[config.mk]
export PLATFORM = sky130hd
export DESIGN_NAME = ncl_dr_counter_sync
export DESIGN_NICKNAME = d
export VERILOG_FILES = /design/src/rtl/ncl_dr_pkg.sv /design/src/rtl/ncl_dr_outreg.sv /design/src/rtl/ncl_dr_counter_sync.sv
export SDC_FILE = /design/constraint.sdc
export NUM_CORES = 1
export LEC_CHECK = 0
export CORE_ASPECT_RATIO = 0.5
export CORE_MARGIN = 1
export CORE_UTILIZATION = 47
export CTS_CLUSTER_SIZE = 30
export DETAILED_ROUTE_END_ITERATION = 8
export PLACE_DENSITY = 0.77
export SYNTH_ARGS = -nofsm -noshare
export SYNTH_HDL_FRONTEND = slang
export SYNTH_SLANG_ARGS = --single-unit
[constraint.sdc]
create_clock -name clk -period 4.5 [get_ports clk]
set_clock_uncertainty 0.1 [all_clocks]
set_input_delay 1.125 -clock clk [delete_from_list [all_inputs] [get_ports clk]]
set_output_delay 1.125 -clock clk [all_outputs]
set_load 0.01 [all_outputs]
[src/rtl/ncl_dr_pkg.sv]
// Shared dual-rail encoding, helpers and handshake state for the clocked NCL counter.
package ncl_dr_pkg;

  typedef logic [1:0] dr_t;

  localparam dr_t DR_NULL = 2'b00;
  localparam dr_t DR_0    = 2'b01;
  localparam dr_t DR_1    = 2'b10;
  localparam dr_t DR_ILL  = 2'b11;

  typedef enum logic {NULL_OUT, DATA_OUT} state_t;

  function automatic logic dr_is_data(input dr_t d);
    return (d == DR_0) || (d == DR_1);
  endfunction

  function automatic logic dr_val(input dr_t d);
    return d == DR_1;
  endfunction

endpackage

[src/rtl/ncl_dr_outreg.sv]
// Registered binary-to-dual-rail output bank; a whole wavefront loads or clears on one edge.
module ncl_dr_outreg
  import ncl_dr_pkg::*;
#(
  parameter int WIDTH = 32
) (
  input  logic               clk_i,
  input  logic               rst_i,
  input  logic               load_data_i,
  input  logic               load_null_i,
  input  logic [WIDTH-1:0]   bin_i,
  output logic [2*WIDTH-1:0] dr_o
);

  logic [2*WIDTH-1:0] dr_q;
  logic [2*WIDTH-1:0] dr_d;
  logic [2*WIDTH-1:0] enc;

  always_comb begin
    enc = '0;
    for (int i = 0; i < WIDTH; i++) begin
      enc[2*i +: 2] = bin_i[i] ? DR_1 : DR_0;
    end
  end

  always_comb begin
    dr_d = dr_q;
    if (load_null_i)      dr_d = '0;
    else if (load_data_i) dr_d = enc;
  end

  always_ff @(posedge clk_i) begin
    if (rst_i) dr_q <= '0;
    else       dr_q <= dr_d;
  end

  assign dr_o = dr_q;

endmodule

[src/rtl/ncl_dr_counter_sync.sv]
// Clocked dual-rail up/down counter stage with four-phase return-to-NULL handshake
// and joint sum+carry completion.
module ncl_dr_counter_sync
  import ncl_dr_pkg::*;
#(
  parameter int          WIDTH      = 32,
  parameter int unsigned INIT_VALUE = 0,
  parameter bit          CARRY_EN   = 1'b1
) (
  input  logic               clk,
  input  logic               init,
  input  logic [1:0]         carryin,
  output logic               carryinCOMP,
  input  logic               down,
  output logic [2*WIDTH-1:0] sum,
  input  logic               sumCOMP,
  output logic [1:0]         carryout,
  input  logic               carryoutCOMP,
  output logic [WIDTH-1:0]   count,
  output logic               err
);

  localparam logic [WIDTH-1:0] INIT_CNT = WIDTH'(INIT_VALUE);

  state_t           state_q;
  logic             comp_q;
  logic             err_q;
  logic [WIDTH-1:0] count_q;
  logic [WIDTH-1:0] count_d;
  logic             ack;
  logic             inc;
  logic             cy;
  logic             acc_data;
  logic             rtn_null;

  assign ack = sumCOMP & (CARRY_EN ? carryoutCOMP : 1'b1);
  assign inc = dr_val(carryin);

  always_comb begin
    if (down) begin
      count_d = count_q - WIDTH'(inc);
      cy      = inc & (count_q == '0);
    end else begin
      count_d = count_q + WIDTH'(inc);
      cy      = inc & (&count_q);
    end
  end

  // Handshake qualifiers: data waits for the consumer's NULL ack, NULL for its DATA ack.
  assign acc_data = (state_q == NULL_OUT) && dr_is_data(carryin) && !ack;
  assign rtn_null = (state_q == DATA_OUT) && (carryin == DR_NULL) && ack;

  always_ff @(posedge clk) begin
    if (init) begin
      state_q <= NULL_OUT;
      comp_q  <= 1'b0;
      count_q <= INIT_CNT;
      err_q   <= 1'b0;
    end else begin
      if (carryin == DR_ILL) err_q <= 1'b1;
      case (state_q)
        NULL_OUT: if (acc_data) begin
          count_q <= count_d;
          comp_q  <= 1'b1;
          state_q <= DATA_OUT;
        end
        DATA_OUT: if (rtn_null) begin
          comp_q  <= 1'b0;
          state_q <= NULL_OUT;
        end
        default: state_q <= NULL_OUT;
      endcase
    end
  end

  ncl_dr_outreg #(.WIDTH(WIDTH)) u_sum (
    .clk_i       (clk),
    .rst_i       (init),
    .load_data_i (acc_data),
    .load_null_i (rtn_null),
    .bin_i       (count_d),
    .dr_o        (sum)
  );

  // With carry disabled the carry bank never loads and stays NULL.
  ncl_dr_outreg #(.WIDTH(1)) u_carry (
    .clk_i       (clk),
    .rst_i       (init),
    .load_data_i (acc_data && CARRY_EN),
    .load_null_i (rtn_null),
    .bin_i       (cy),
    .dr_o        (carryout)
  );

  assign carryinCOMP = comp_q;
  assign count       = count_q;
  assign err         = err_q;

endmodule

Yosys cells after proc, flatten, opt, wreduce, memory -nomap -nowiden
Cells that the tools add are included.

Flip-flop bits (word level): 101. Bits of input ports: 7. Memory bits (writable): 0. Output and inout bits: 100. Bits in read-only memories: 0. Bits in latches: 0. Word-level logic and storage cells: 70. Memories kept: 0.

Magnitude comparators: 0. Multiplexer cells: 41. Divide/modulo/power cells: 0. Add/subtract/negate cells: 2. Bitwise gates (word level): 4. Multiply operators: 0. Shifts and indexed selects: 0. Reduce and logical (&&, ||, !) cells: 12. Eq/ne operators: 5.

Operators with widths (count): two-way mux 2 bit (33); adder 32 x 1 -> 32 bit (1); zero test 32 bit (1); two-way mux 32 bit (1); AND reduction 32 bit (1); subtractor 32 x 1 -> 32 bit (1); two-way mux 1 bit (5); == test 2 bit, second input constant (2); logical AND 1 bit (4); one-hot mux 1 bit (2 select lines) (2); AND reduction 2 bit (2); AND 1 bit (3); == test 2 x 1 -> 1 bit, second input constant (1); zero test 2 bit (1); != test 2 x 1 -> 1 bit, second input constant (1); != test 2 bit, second input constant (1); OR reduction 2 bit (1); zero test 1 bit (1); logical OR 1 bit (1); NOT 1 bit (1).

Depth between registers and ports, before layout
Gate-level depths: netlist of run 1.

Word-level depth: 6. Depth in mapped cells: 15. Depth with buffers taken out: 14.

Hierarchy
A second synthesis of run 1 with hierarchy kept.

Cell total of the unflattened synthesis: 662. Area total of the unflattened synthesis: 5763.0 µm².

Modules (own cells, without submodules): ncl_dr_counter_sync (seq. area each 700.7 µm², area an instance 3316.9 µm², cells an instance 444, times used 1); ncl_dr_outreg at u_sum (seq. area each 1281.2 µm², area an instance 2367.3 µm², cells an instance 212, times used 1); ncl_dr_outreg at u_carry (seq. area each 40.0 µm², area an instance 78.8 µm², cells an instance 6, times used 1).

Least setup slack after synthesis of run 1
Ideal clock, no wire load.

Path kind: input -> register. Start: input carryin[0]. End: register u_sum.dr_q[63] (netlist: u_sum.dr_o[63]). Slack: -0.028 ns. Buffers on the path: 0. Arrival: 4.312 ns. Stages on the path: 14. Path through: inv_1 ha_1 nor2b_1 inv_1 ha_1 nor2b_2 o2111ai_2 a31oi_2 a41oi_4 o21ai_4 a31oi_4 o31a_1 xnor3_1 a31o_1.

Longest elaborated chain between the ends: 4. Elaborated cells on any way between the ends: 13. Classes of those cells: add/sub: 2; eq/ne: 2; mux: 2; reduce/logical: 7.

RTL lines: from (decl) (RTL line ncl_dr_counter_sync.sv:12) `input logic [1:0] carryin,`; == test 2 bit (tied with other cells) (RTL line ncl_dr_pkg.sv:14, ncl_dr_pkg.sv:18); adder 32 x 1 -> 32 bit (tied with other cells) (RTL line ncl_dr_counter_sync.sv:44) `count_d = count_q + WIDTH'(inc);`; two-way mux 32 bit (tied with other cells) (RTL line ncl_dr_counter_sync.sv:40) `if (down) begin`; two-way mux 2 bit (tied with other cells) (RTL line ncl_dr_outreg.sv:22) `enc[2*i +: 2] = bin_i[i] ? DR_1 : DR_0;`; to (signal assigned) (RTL line ncl_dr_outreg.sv:34) `else dr_q <= dr_d;`; to (decl) (RTL line ncl_dr_outreg.sv:15) `logic [2*WIDTH-1:0] dr_q;`.

Several ways; a longest one is shown, not always the timed one. A chain may end at the register's enable or synchronous reset.

Final worst setup path of run 1
Start: input carryin[0]. End: register u_sum.dr_q[59] (netlist: u_sum.dr_o[59]).

Same word-level chain as after synthesis.

==> flow_summary.ini, run 1 <==
[placed_design]
port_buffers = 106
hpwl_mm = 11.35
gp_congestion = 0.9096
dpl.cell_count = 938

[yosys]
synth.net_count = 689
yosys_warnings = 0
synth-async-reset-ratio_pct = 0
synth-edff-count = 0
synth_ff_type = dfxtp_1
avgSynthCellArea_um2 = 8.193
seq_area_frac_synth_pct = 38.32
netlist_area_um2 = 5276
ys_types = 57
synth_cells = 644
synth_seq_cells = 101

[floorplan]
pin_count = 107
start_util_pct = 50.06
die_y_um = 76.92
die-area_um2 = 11680
rows = 26
die_w_um = 151.8
core-area_um2 = 10540

[critical_path]
critPathLaunchType = input port
r2r_setup_slack_ps = 1430
crit_type = in -> reg
cp_data_required_time_ps = 4580
cp-startpoint = carryin[0]
r2r-end = u_sum.dr_o[57]
r2r-start = count[0]
critPathMaxFanout = 8
end_kind = flip-flop
crit_path_end = u_sum.dr_o[59]
crit_arrival_ps = 4390
rr_worst_depth = 14

[drt]
finalWirelength_mm = 15.70
post_drt_wl_per_cell_um = 16.40
first_pass_iters = 5
ant_nets = 0
drt-initial-drc-count = 389
route.detailed.drc = 0
vias = 5397
viasPerCell = 5.639

[cells_and_area]
layout-drive-gt1-share_pct = 15.67
instances_no_fill = 957
area_delta_synth_final_pct = 41.02
final_nets = 857
diodes = 0

[pwr]
vdd_ir_drop_max_mv = 0.3244
report.power.total_mw = 5.731
power_density_nw_per_um2 = 770.2
power.leakage_nw = 3.082

[sta]
hold_ws_ps = 354.0
worstMarginPinSlew_ps = 1033
layout_min_cycle_time_ps = 4307
period_share_pct = 95.70
setup_tns_ps = 0
maxSlewViolCount = 0
finalSetupViolations = 0
hold_violations = 0
slew_headroom_pct = 30.88
max_freq_mhz = 232.2

[cts]
clkLatencyLatePin_ps = 350
clock_path_buffers = 2
cts_buffers = 9
cts_tree = built
root_buffer = clkbuf_16
h-tree-depth = 3
clock-sinks = 101
path_clk_slew_ps = 80

[worst_hold_path]
hp-class = reg -> reg

[grt]
grtUsageTotal_pct = 26.99
antenna_found_initial = 0
grt_pass1_vias = 4982
grt_max_degree = 43
overflow = 0
use_met2_pct = 41.73
grt_first_pass_wirelength_mm = 25.39
grtUsageMet1_pct = 38.98
top_usage_layer = met2
met3_usage_pct = 4.862

[flow_run]
drv_cap = 0

[run_status]
status = finished, final reports clean
## kinds of logic after synthesis
logic type | after synthesis | synth area share, %
multiplexers | 2 | 0.3794
AO/OA/AOI/OAI | 216 | 24.95
buffers and inverters | 44 | 4.221
flip-flops | 101 | 38.32
AND/OR/NAND/NOR | 216 | 18.24
XOR/XNOR | 27 | 4.743
adder cells (fa/ha/maj) | 38 | 9.153
## stage by stage
| stage | util (%) | cell area, um^2 | setup WS [ps] |
|---|---|---|---|
| 6_report | 70.60 | 7441 | 193.4 |
| 5_1_grt | 70.60 | 7441 | -83.36 |
| 4_1_cts | 69.56 | 7332 | 29.94 |
| 3_5_place_dp | 66.57 | 7017 | -355.2 |
| 3_3_place_gp | 66.57 | 7017 | -236.3 |
| 2_1_floorplan | - | 5309 | 16.58 |
## critical path: stages
cell	delay [ps]
clkdlybuf4s50_1	420
inv_1	80
ha_1	170
nor2b_4	190
clkinvlp_4	120
buf_12	150
buf_4	140
ha_4	290
nand3_1	140
a31oi_4	250
a41oi_4	190
o31ai_4	330
nand3_1	160
o22ai_1	170
mux2i_1	330
a21oi_1	110
## report_power, final
| group | leakage (nW) | internal [mW] | switching, mW | total [mW] |
|---|---|---|---|---|
| clock network | 0.156 | 0.457 | 0.365 | 0.822 |
| logic | 2.10 | 1.75 | 1.76 | 3.51 |
| registers | 0.831 | 1.15 | 0.245 | 1.40 |
## layer usage
layer | vias up | share of wire [%] | routed length [um]
li1 | 2657 | - | -
met1 | 2553 | 51 | 8014
met2 | 171 | 42 | 6615
met3 | 16 | 5.8 | 917
met4 | 0 | 0.94 | 148
met5 | - | 0 | 0
## layout make-up
cell class	instances	area, um^2
Fill cell	876	3099
Inverter	9	37.54
Tap cell	140	175.2
Sequential cell	101	2022
Clock inverter	6	76.32
Clock buffer	10	239.0
Multi-Input combinational cell	499	3122
Timing Repair Buffer	192	1769
## how the worst min path moves through the flow
stage          slack, ps             from  depth (start not counted)         endpoint
4_1_cts              360  u_carry.dr_o[0]                          2  u_carry.dr_o[0]
3_3_place_gp         340   u_sum.dr_o[53]                          2   u_sum.dr_o[53]
5_1_grt              390    u_sum.dr_o[3]                          2    u_sum.dr_o[3]
2_1_floorplan        370          state_q                          1          state_q
3_5_place_dp         350   u_sum.dr_o[15]                          2   u_sum.dr_o[15]
6_report             350   u_sum.dr_o[29]                          2   u_sum.dr_o[29]
## sequential cells by signal (all words and copies together), names as in the netlist
name          count
carryinCOMP       1
u_sum.dr_o       64
err               1
u_carry.dr_o      2
count            32
state_q           1
## synthesized netlist by cell type, types with 3 or more instances
master	number	share of area, %
nand2_1	114	8.1
xor2_1	8	1.3
o211a_1	4	0.76
inv_1	9	0.64
nor3_1	9	0.85
o21bai_1	3	0.43
nor2_1	39	2.8
a21o_1	12	1.7
nor2b_1	3	0.36
ha_1	37	8.8
o21ai_0	43	4.1
xnor2_1	18	3.0
nand4_1	19	2.3
dfxtp_1	101	38
a31oi_1	5	0.59
buf_1	3	0.21
o21a_1	8	1.1
clkbuf_1	26	1.8
a21oi_1	114	11
nand3_1	9	0.85
o211ai_1	3	0.43
nor4_1	10	1.2
a211oi_1	3	0.43
## placed cells by master, fill, tap and decap left out, types with 8 or more instances in the layout
| cell | netlist | routed |
|---|---|---|
| nand2_1 | 114 | 114 |
| nor3_1 | 9 | 8 |
| o21ai_0 | 43 | 42 |
| buf_4 | 0 | 81 |
| nand3_1 | 9 | 9 |
| a21oi_1 | 114 | 110 |
| clkdlybuf4s50_1 | 0 | 106 |
| o21a_1 | 8 | 8 |
| nor4_1 | 10 | 10 |
| ha_1 | 37 | 34 |
| inv_1 | 9 | 8 |
| nor2_1 | 39 | 37 |
| nand4_1 | 19 | 19 |
| dfxtp_1 | 101 | 101 |
| xnor2_1 | 18 | 18 |
| clkbuf_16 | 0 | 10 |
| a21o_1 | 12 | 12 |
| xor2_1 | 8 | 8 |
## timing repair
item                       CTS  global route
gates resized for setup      1            13
hold buffers                 0             0
pin swaps                    0             3
buffers inserted             0             2
gates cloned                 0             1
setup endpoints to repair    3            26
Note: power is estimated with default switching activity, not from simulation.
==> inputs of run 2 (changes only) <==
CAP_MARGIN = 20   (was unset)
TNS_END_PERCENT = 30   (was unset)
==> results of run 2 <==
Final layout, timing and power as in run 1 (identical DEF).
==> inputs of run 3 (changes only) <==
REMOVE_ABC_BUFFERS = 1   (was unset)
==> run 3 against run 2 <==
Compared with the run above: design area shrank 0.69%; routed wire length grew 1.0%; final cell count shrank 0.10%; clock power grew 1%; core utilization shrank 0.49 points; critical path depth grew 2; worst setup slack lost 19 ps; critical endpoint is now count[27].
==> flow_summary.ini, run 3 (synthesis results as in run 1) <==
[drt]
post_drt_wl_per_cell_um = 16.59
finalWirelength_mm = 15.86
viasPerCell = 5.659
route.detailed.drc = 0
ant_nets = 0
first_pass_iters = 5
vias = 5410
drt-initial-drc-count = 508

[critical_path]
r2r-start = count[0]
crit_arrival_ps = 4470
cp.buffers_inverters = 7
critPathMaxFanout = 15
rr_worst_depth = 14
r2r-end = u_sum.dr_o[57]
path_cells = clkdlybuf4s50_1 > inv_1 > ha_1 > nor2b_4 > inv_1 > buf_12 > buf_4 > ha_1 > buf_4 > a21oi_2 > o21ai_1 > a41oi_4 > o21ai_4 > a31oi_4 > buf_4 > nor2_1 > mux2i_1 > a311o_1
crit_type = in -> reg
crit_path_max_incr_delay_ps = 430
r2r_setup_slack_ps = 1450
cp_data_required_time_ps = 4640
crit_slowest_cell = clkdlybuf4s50_1
critPathLaunchType = input port
end_kind = flip-flop
critPathTopFamily = buffers and inverters
cp_common_cell = buf_4

[grt]
antenna_found_initial = 0
grtUsageMet1_pct = 38.55
grt_max_degree = 48
grt_pass1_vias = 5016
overflow = 0
use_met2_pct = 41.64
met3_usage_pct = 5.088
grtUsageTotal_pct = 27.12
top_usage_layer = met2
grt_first_pass_wirelength_mm = 25.55

[cts]
clkLatencyLatePin_ps = 350
clock-sinks = 101
root_buffer = clkbuf_16
cts_tree = built
path_clk_slew_ps = 70
h-tree-depth = 3
clock_path_buffers = 2
ctsHoldBuffers = 0
cts_buffers = 9

[worst_hold_path]
hp-class = reg -> reg
worstHoldPathCells = 2
hp-start = u_sum.dr_o[23]
holdPathEnd = u_sum.dr_o[23]

[pwr]
report.power.total_mw = 5.808
vdd_ir_drop_max_mv = 0.3204
power_density_nw_per_um2 = 786.0
power.leakage_nw = 3.064

[placed_design]
gp_congestion = 0.9184
pre_cts_ws_ps = -223.4
port_buffers = 106
hpwl_mm = 11.56

[sta]
period_share_pct = 96.13
setup_tns_ps = 0
worstMarginPinSlew_ps = 1016
hold_violations = 0
max_freq_mhz = 231.2
fin_ws_ps = 174.1
finalSetupViolations = 0
hold_ws_ps = 352.9
maxSlewViolCount = 0
slew_headroom_pct = 32.01
layout_min_cycle_time_ps = 4326

[cells_and_area]
layout-drive-gt1-share_pct = 15.32
area_delta_synth_final_pct = 40.05
final_nets = 857
diodes = 0
final_common_cell = nand2_1
largest_reg_flops = 64
final_cell_mix = nand2_1 (114), a21oi_1 (109), clkdlybuf4s50_1 (106)

[run_status]
status = finished, final reports clean

[floorplan]
rows = 26
start_util_pct = 50.06
pin_count = 107
die_y_um = 76.92
die_w_um = 151.8
core-area_um2 = 10540
die-area_um2 = 11680

[flow_run]
drv_cap = 0
-- run 3: changes by cell type in the layout (fill, tap and decap cells not counted), sizes merged --
cell    previous run  this run
buf               85        86
bufinv             1         2
clkbuf            11        10
clkinv             2         1
inv               11        10
-- run 3: timing repair --
action / in CTS / in global routing
resized for setup: 0 / 16
setup endpoints to repair: 0 / 36
endpoints found under the hold margin: 0 / 0
buffers inserted: 0 / 3
-- run 3: how the worst max path moves through the flow --
stage          startpoint  cells after the start  slack [ps]             end
6_report       carryin[0]                     18         170       count[27]
5_1_grt        carryin[0]                     18         -10  u_sum.dr_o[35]
4_1_cts        carryin[0]                     16          90  u_sum.dr_o[59]
3_5_place_dp   carryin[0]                     16        -220  u_sum.dr_o[59]
3_3_place_gp   carryin[0]                     16        -130  u_sum.dr_o[59]
2_1_floorplan  carryin[0]                     14         -30  u_sum.dr_o[63]
-- run 3: layer usage --
layer,wire (um),vias up
met5,0,-
met2,6852,221
met4,218,0
li1,-,2646
met3,1162,31
met1,7623,2512
-- run 3: where the power goes --
group	switching (mW)	total [mW]	internal, mW
Sequential	0.238	1.39	1.15
Clock	0.347	0.834	0.488
Combinational	1.82	3.58	1.76
Total	2.40	5.81	3.40
-- run 3: layout make-up --
cell class	count	area (um^2)
Inverter	9	33.78
Fill cell	868	3151
Tap cell	140	175.2
Multi-Input combinational cell	499	3113
Clock inverter	5	85.08
Sequential cell	101	2022
Clock buffer	10	229.0
Timing Repair Buffer	192	1732
-- run 3: worst min-delay path, delay by kind of cell, from the launching register on --
family	cells	cell delay (ps)
flip-flops	1	310
AND/OR/NAND/NOR	1	50
AO/OA/AOI/OAI	1	50
-- run 3: stage by stage --
| stage | std cells | util [%] | instance area [um^2] |
|---|---|---|---|
| 6_report | 956 | 70.11 | 7390 |
| 5_1_grt | 956 | 70.11 | 7390 |
| 2_1_floorplan | 609 | - | 5087 |
| 3_3_place_gp | 938 | 66.26 | 6984 |
| 4_1_cts | 953 | 69.24 | 7298 |
| 3_5_place_dp | 938 | 66.26 | 6984 |
==> RTL edit 1: new RTL, settings of run 3 <==
Register the output `sum`, without a reset; this adds one clock of latency there. The other outputs are not delayed to match.
--- a/src/rtl/ncl_dr_counter_sync.sv
+++ b/src/rtl/ncl_dr_counter_sync.sv
@@ -21,6 +21,8 @@
 );
 
   localparam logic [WIDTH-1:0] INIT_CNT = WIDTH'(INIT_VALUE);
+
+  logic [2*WIDTH-1:0] sum_d;
 
   state_t           state_q;
   logic             comp_q;
@@ -79,7 +81,7 @@
     .load_data_i (acc_data),
     .load_null_i (rtn_null),
     .bin_i       (count_d),
-    .dr_o        (sum)
+    .dr_o        (sum_d)
   );
 
   // With carry disabled the carry bank never loads and stays NULL.
@@ -96,5 +98,9 @@
   assign count       = count_q;
   assign err         = err_q;
 
+  always_ff @(posedge clk) begin
+    sum <= sum_d;
+  end
+
 endmodule
 
Formal check against the unedited RTL: not equivalent (Yosys sat finds a counterexample within 4 cycles, from zero or initial values).
==> RTL edit 1 against run 3 <==
- the run now ends with design-rule violations left
- fmax is 0.21% higher
- combinational power decreased by 38%
- worst setup slack better by 9.2 ps
- hold slack lost 100 ps
- synthesized area up 20%
- final area up 17%
- sequential cell count increased by 64
- via count rose by 4.6%
- wire length increased by 4.8%
- total power fell by 3.0%
- die area increased by 20%
==> RTL edit 1: results (changes against run 3) <==
grt_use_met1: 0.333  # was 0.386
firstDrtPassIters: 7  # was 5
synth.area.mux_share: 0.00315  # was 0.00379
synth_top_area_frac: 0.520  # was 0.383
worst-r2r-cell-count: 11  # was 14
status: "finished, violations left"  # was completed
wl_um: 16600  # was 15900 um
synth_area_leaders: "dfxtp_1 52%, a21oi_1 7.7%, ha_1 7.3%, nand2_1 5.3%, nor2_1 4.3%"  # was dfxtp_1 38%, a21oi_1 11%, ha_1 8.8%, nand2_1 8.1%, o21ai_0 4.1%
htree_levels: 4  # was 3
drive_gt1_frac: 0.128  # was 0.153
synth.distinct_cells: 47  # was 57
cpPeakStageDelay_ps: 480  # was 430 ps
synth_xor_area_frac: 0.0358  # was 0.0474
vias: 5658  # was 5410
ir_drop_uv: 294  # was 320 uV
insertion_delay_ps: 430  # was 350 ps
grt_max_degree: 52  # was 48
nNetsFinal: 899  # was 857
worstPathMaxFanout: 14  # was 15
r2r_start: "count[2]"  # was count[0]
hpwl_um: 11500  # was 11600 um
failed_checks: "design-rule violations"
crit_family: "compound AO/OA/AOI/OAI gates"  # was buffers and inverters
dp.cells: 1005  # was 938
track_usage: 0.245  # was 0.271
synth-compound-area-share: 0.177  # was 0.249
drc_errors: 7  # was 0
routed-wl-met3_um: 723  # was 1160 um
worst_pin_slew_ps: 851  # was 1020 ps
synth_common_cells: "165 x dfxtp_1, 98 x a21oi_1, 89 x nand2_1, 72 x nor2_1, 38 x o21ai_0"  # was 114 x a21oi_1, 114 x nand2_1, 101 x dfxtp_1, 43 x o21ai_0, 39 x nor2_1
synth_adder_area_share: 0.0760  # was 0.0915
powerDensity_mw_per_mm2: 652  # was 786 mW/mm^2
use_met2: 0.395  # was 0.416
drt-met1-wl_um: 8080  # was 7620 um
gp_congestion: 0.891  # was 0.918
hp-start: "u_sum.dr_o[3]"  # was u_sum.dr_o[23]
reg2reg_slack_ps: 1510  # was 1450 ps
grt_pass1_vias: 5407  # was 5016
-- RTL edit 1: cell types whose count changed after synthesis, sizes merged, moves of 4 or more --
cell,delta
dfxtp,+64
nor2,+33
nand2,-25
a21oi,-14
o21a,-8
nor3,+7
o21ai,-6
nand2b,+5
nand4,-4
-- RTL edit 1: worst max path at each step --
stage / startpoint / endpoint / slack [ps]
after floorplan: carryin[0] / u_sum.dr_o[52] / -210
after global placement: carryin[0] / count[31] / -140
after detailed placement: carryin[0] / u_sum.dr_o[60] / -270
after CTS: carryin[0] / u_sum.dr_o[60] / 150
after global routing: carryin[0] / count[31] / -20
final: carryin[0] / count[25] / 180
-- RTL edit 1: through the flow --
| step | hold WS [ps] | TNS, ps | cell area, um^2 | total power [mW] |
|---|---|---|---|---|
| after CTS | 248 | 0 | 8630 | 5.62 |
| after global routing | 256 | -50.7 | 8640 | 5.96 |
| after global placement | 232 | -1790 | 8040 | 4.08 |
| after floorplan | 226 | -2810 | 6240 | 3.16 |
| final | 249 | 0 | 8640 | 5.63 |
| after detailed placement | 231 | -6080 | 8040 | 4.13 |
-- RTL edit 1: report_power, final --
| part | internal (mW) | switching, mW | leakage [nW] |
|---|---|---|---|
| registers | 1.76 | 0.201 | 1.36 |
| logic | 1.08 | 1.13 | 1.97 |
| clock network | 0.834 | 0.628 | 0.294 |
| total | 3.67 | 1.96 | 3.62 |
-- RTL edit 1: layout make-up --
cell class / instances / area [um^2]
Fill cell: 1027 / 4280
Clock inverter: 15 / 169
Inverter: 7 / 26.3
Timing Repair Buffer: 173 / 1580
Multi-Input combinational cell: 490 / 2930
Sequential cell: 165 / 3300
Clock buffer: 17 / 425
Tap cell: 170 / 213
==> RTL edit 2: new RTL, settings of run 3 <==
Without the edit above. Change the parameter `CARRY_EN` from 1'b1 to 1'b0.
--- a/src/rtl/ncl_dr_counter_sync.sv
+++ b/src/rtl/ncl_dr_counter_sync.sv
@@ -5,7 +5,7 @@
 #(
   parameter int          WIDTH      = 32,
   parameter int unsigned INIT_VALUE = 0,
-  parameter bit          CARRY_EN   = 1'b1
+  parameter bit          CARRY_EN   = 1'b0
 ) (
   input  logic               clk,
   input  logic               init,
Check against the original RTL: not equivalent (a bounded check fails within 4 cycles, from zero or initial values).
==> RTL edit 2 against run 3 <==
- clock power rose by 5.5%
- wire length fell by 6.2%
- sequential cell count fell by 2
- worst setup slack got worse by 25 ps
- synthesized area fell by 2.4%
- final area fell by 4.4%
- total power fell by 33%
- critical path type unchanged
- critical endpoint is now u_sum.dr_o[63]
==> RTL edit 2: results (changes against run 3) <==
clock-sinks: 99  # was 101
drt_iter0_drc: 363  # was 508
arrival_ps: 4500  # was 4470 ps
grt_pass1_vias: 4728  # was 5016
status: "completed"  # unchanged
track_usage: 0.268  # was 0.271
ys_warn_count: 0  # unchanged
crit_family: "compound AO/OA/AOI/OAI gates"  # was buffers and inverters
hpwl_um: 10800  # was 11600 um
worst-r2r-cell-count: 12  # was 14
min_path_type: "flop to flop"  # unchanged
reg2reg_slack_ps: 1480  # was 1450 ps
gp_congestion: 0.981  # was 0.918
p_leak_nw: 2.96  # was 3.06 nW
wl_um: 14900  # was 15900 um
dp.cells: 899  # was 938
wl_per_cell_um: 16.3  # was 16.6 um
ir_drop_uv: 268  # was 320 uV
min_path_cells: 2  # unchanged
cp_num_cells: 14  # was 18
worstPathMaxFanout: 16  # was 15
nNetsFinal: 816  # was 857
pre_cts_slack_ps: -123  # was -223 ps
fillers: 867  # was 868
syn_inst: 628  # was 644
synth_area_leaders: "dfxtp_1 38%, a21oi_1 9.3%, ha_1 9.2%, nand2_1 7.1%, o21ai_0 5.0%"  # was dfxtp_1 38%, a21oi_1 11%, ha_1 8.8%, nand2_1 8.1%, o21ai_0 4.1%
port_buffers: 103  # was 106
vias: 5059  # was 5410
cpPeakStageDelay_ps: 490  # was 430 ps
reg2reg_to: "count[26]"  # was u_sum.dr_o[57]
grt_pass1_wl_um: 24000  # was 25600 um
grt_max_degree: 44  # was 48
synth.distinct_cells: 61  # was 57
period_share: 0.967  # was 0.961
seq_area_frac_synth: 0.385  # was 0.383
r2r_start: "count[0]"  # unchanged
drive_gt1_frac: 0.125  # was 0.153
async_flop_share: 0  # unchanged
hold-path-endpoint: "u_sum.dr_o[39]"  # was u_sum.dr_o[23]
synth_common_cells: "99 x dfxtp_1, 98 x nand2_1, 96 x a21oi_1, 51 x o21ai_0, 43 x nor2_1"  # was 114 x a21oi_1, 114 x nand2_1, 101 x dfxtp_1, 43 x o21ai_0, 39 x nor2_1
hp-start: "u_sum.dr_o[39]"  # was u_sum.dr_o[23]
cts_buffer_depth: 2  # unchanged
place_area_mm2: 0.00672  # was 0.00698 mm^2
[RTL edit 2: per-layer routing]
metal  vias to the layer above  global-route usage  wire length (um)
met5                         -                   0                 0
met1                      2386               0.374              7200
met2                       138               0.432              6800
li1                       2514                   -                 -
met3                        21              0.0455               700
met4                         0              0.0606               176
[RTL edit 2: cells by family (layout without fill, tap and decap cells)]
kind of cell / after synthesis / after routing / share of synthesized area
DFF: 99 / 99 / 0.385
buffers and inverters: 46 / 192 / 0.0384
and+or+nand+nor: 193 / 193 / 0.166
adders and majority gates: 39 / 39 / 0.0962
muxes: 2 / 2 / 0.00413
xor gates and xnor gates: 26 / 26 / 0.0442
AOI/OAI and AO/OA: 222 / 222 / 0.265
other: 1 / 2 / 0.000728
[RTL edit 2: through the flow]
| step | util | hold slack (ps) | setup TNS [ps] |
|---|---|---|---|
| floorplan | - | 374 | -182340 |
| global placement | 0.645 | 343 | -450 |
| detailed placement | 0.645 | 346 | -1100 |
| CTS | 0.678 | 356 | 0 |
| global route | 0.678 | 370 | 0 |
| finish | 0.678 | 355 | 0 |
[RTL edit 2: worst max-delay path by stage]
stage                          end
floorplan           u_sum.dr_o[31]
global placement    u_sum.dr_o[63]
detailed placement  u_sum.dr_o[63]
CTS                 u_sum.dr_o[63]
global route        u_sum.dr_o[63]
finish              u_sum.dr_o[63]
[RTL edit 2: final cells by class]
| type | instances | area [um^2] | share of cell area |
|---|---|---|---|
| timing repair buffer | 168 | 1540 | 0.219 |
| sequential | 99 | 1980 | 0.281 |
| inverter | 8 | 30.0 | 0.00425 |
| multi-input combinational | 484 | 2990 | 0.423 |
| clock inverter | 7 | 116 | 0.0165 |
| clock buffer | 9 | 225 | 0.0319 |
| tap | 140 | 175 | 0.0248 |
[RTL edit 2: repair_timing]
item | CTS | global route
setup buffers | 0 | 0
hold endpoints to repair | 0 | 0
endpoints found under the setup margin | 0 | 3
gates resized for setup | 0 | 2
[RTL edit 2: worst reg2reg max path: stages, from the launching register on]
cell,delay [ps]
dfxtp_1,320
inv_1,50
ha_1,160
inv_1,60
fa_1,380
a21o_1,190
a311oi_1,300
o221a_2,270
o21ai_1,130
a221o_1,360
a31oi_1,210
xnor2_1,230
o21ai_0,120
[RTL edit 2: power groups by stage]
stage | logic (mW) | registers [mW] | clock network (mW)
detailed placement | 1.83 | 1.13 | 0
finish | 1.88 | 1.11 | 0.880
global route | 2.04 | 1.13 | 0.933
global placement | 1.80 | 1.13 | 0
floorplan | 1.03 | 1.18 | 0
CTS | 1.86 | 1.11 | 0.895
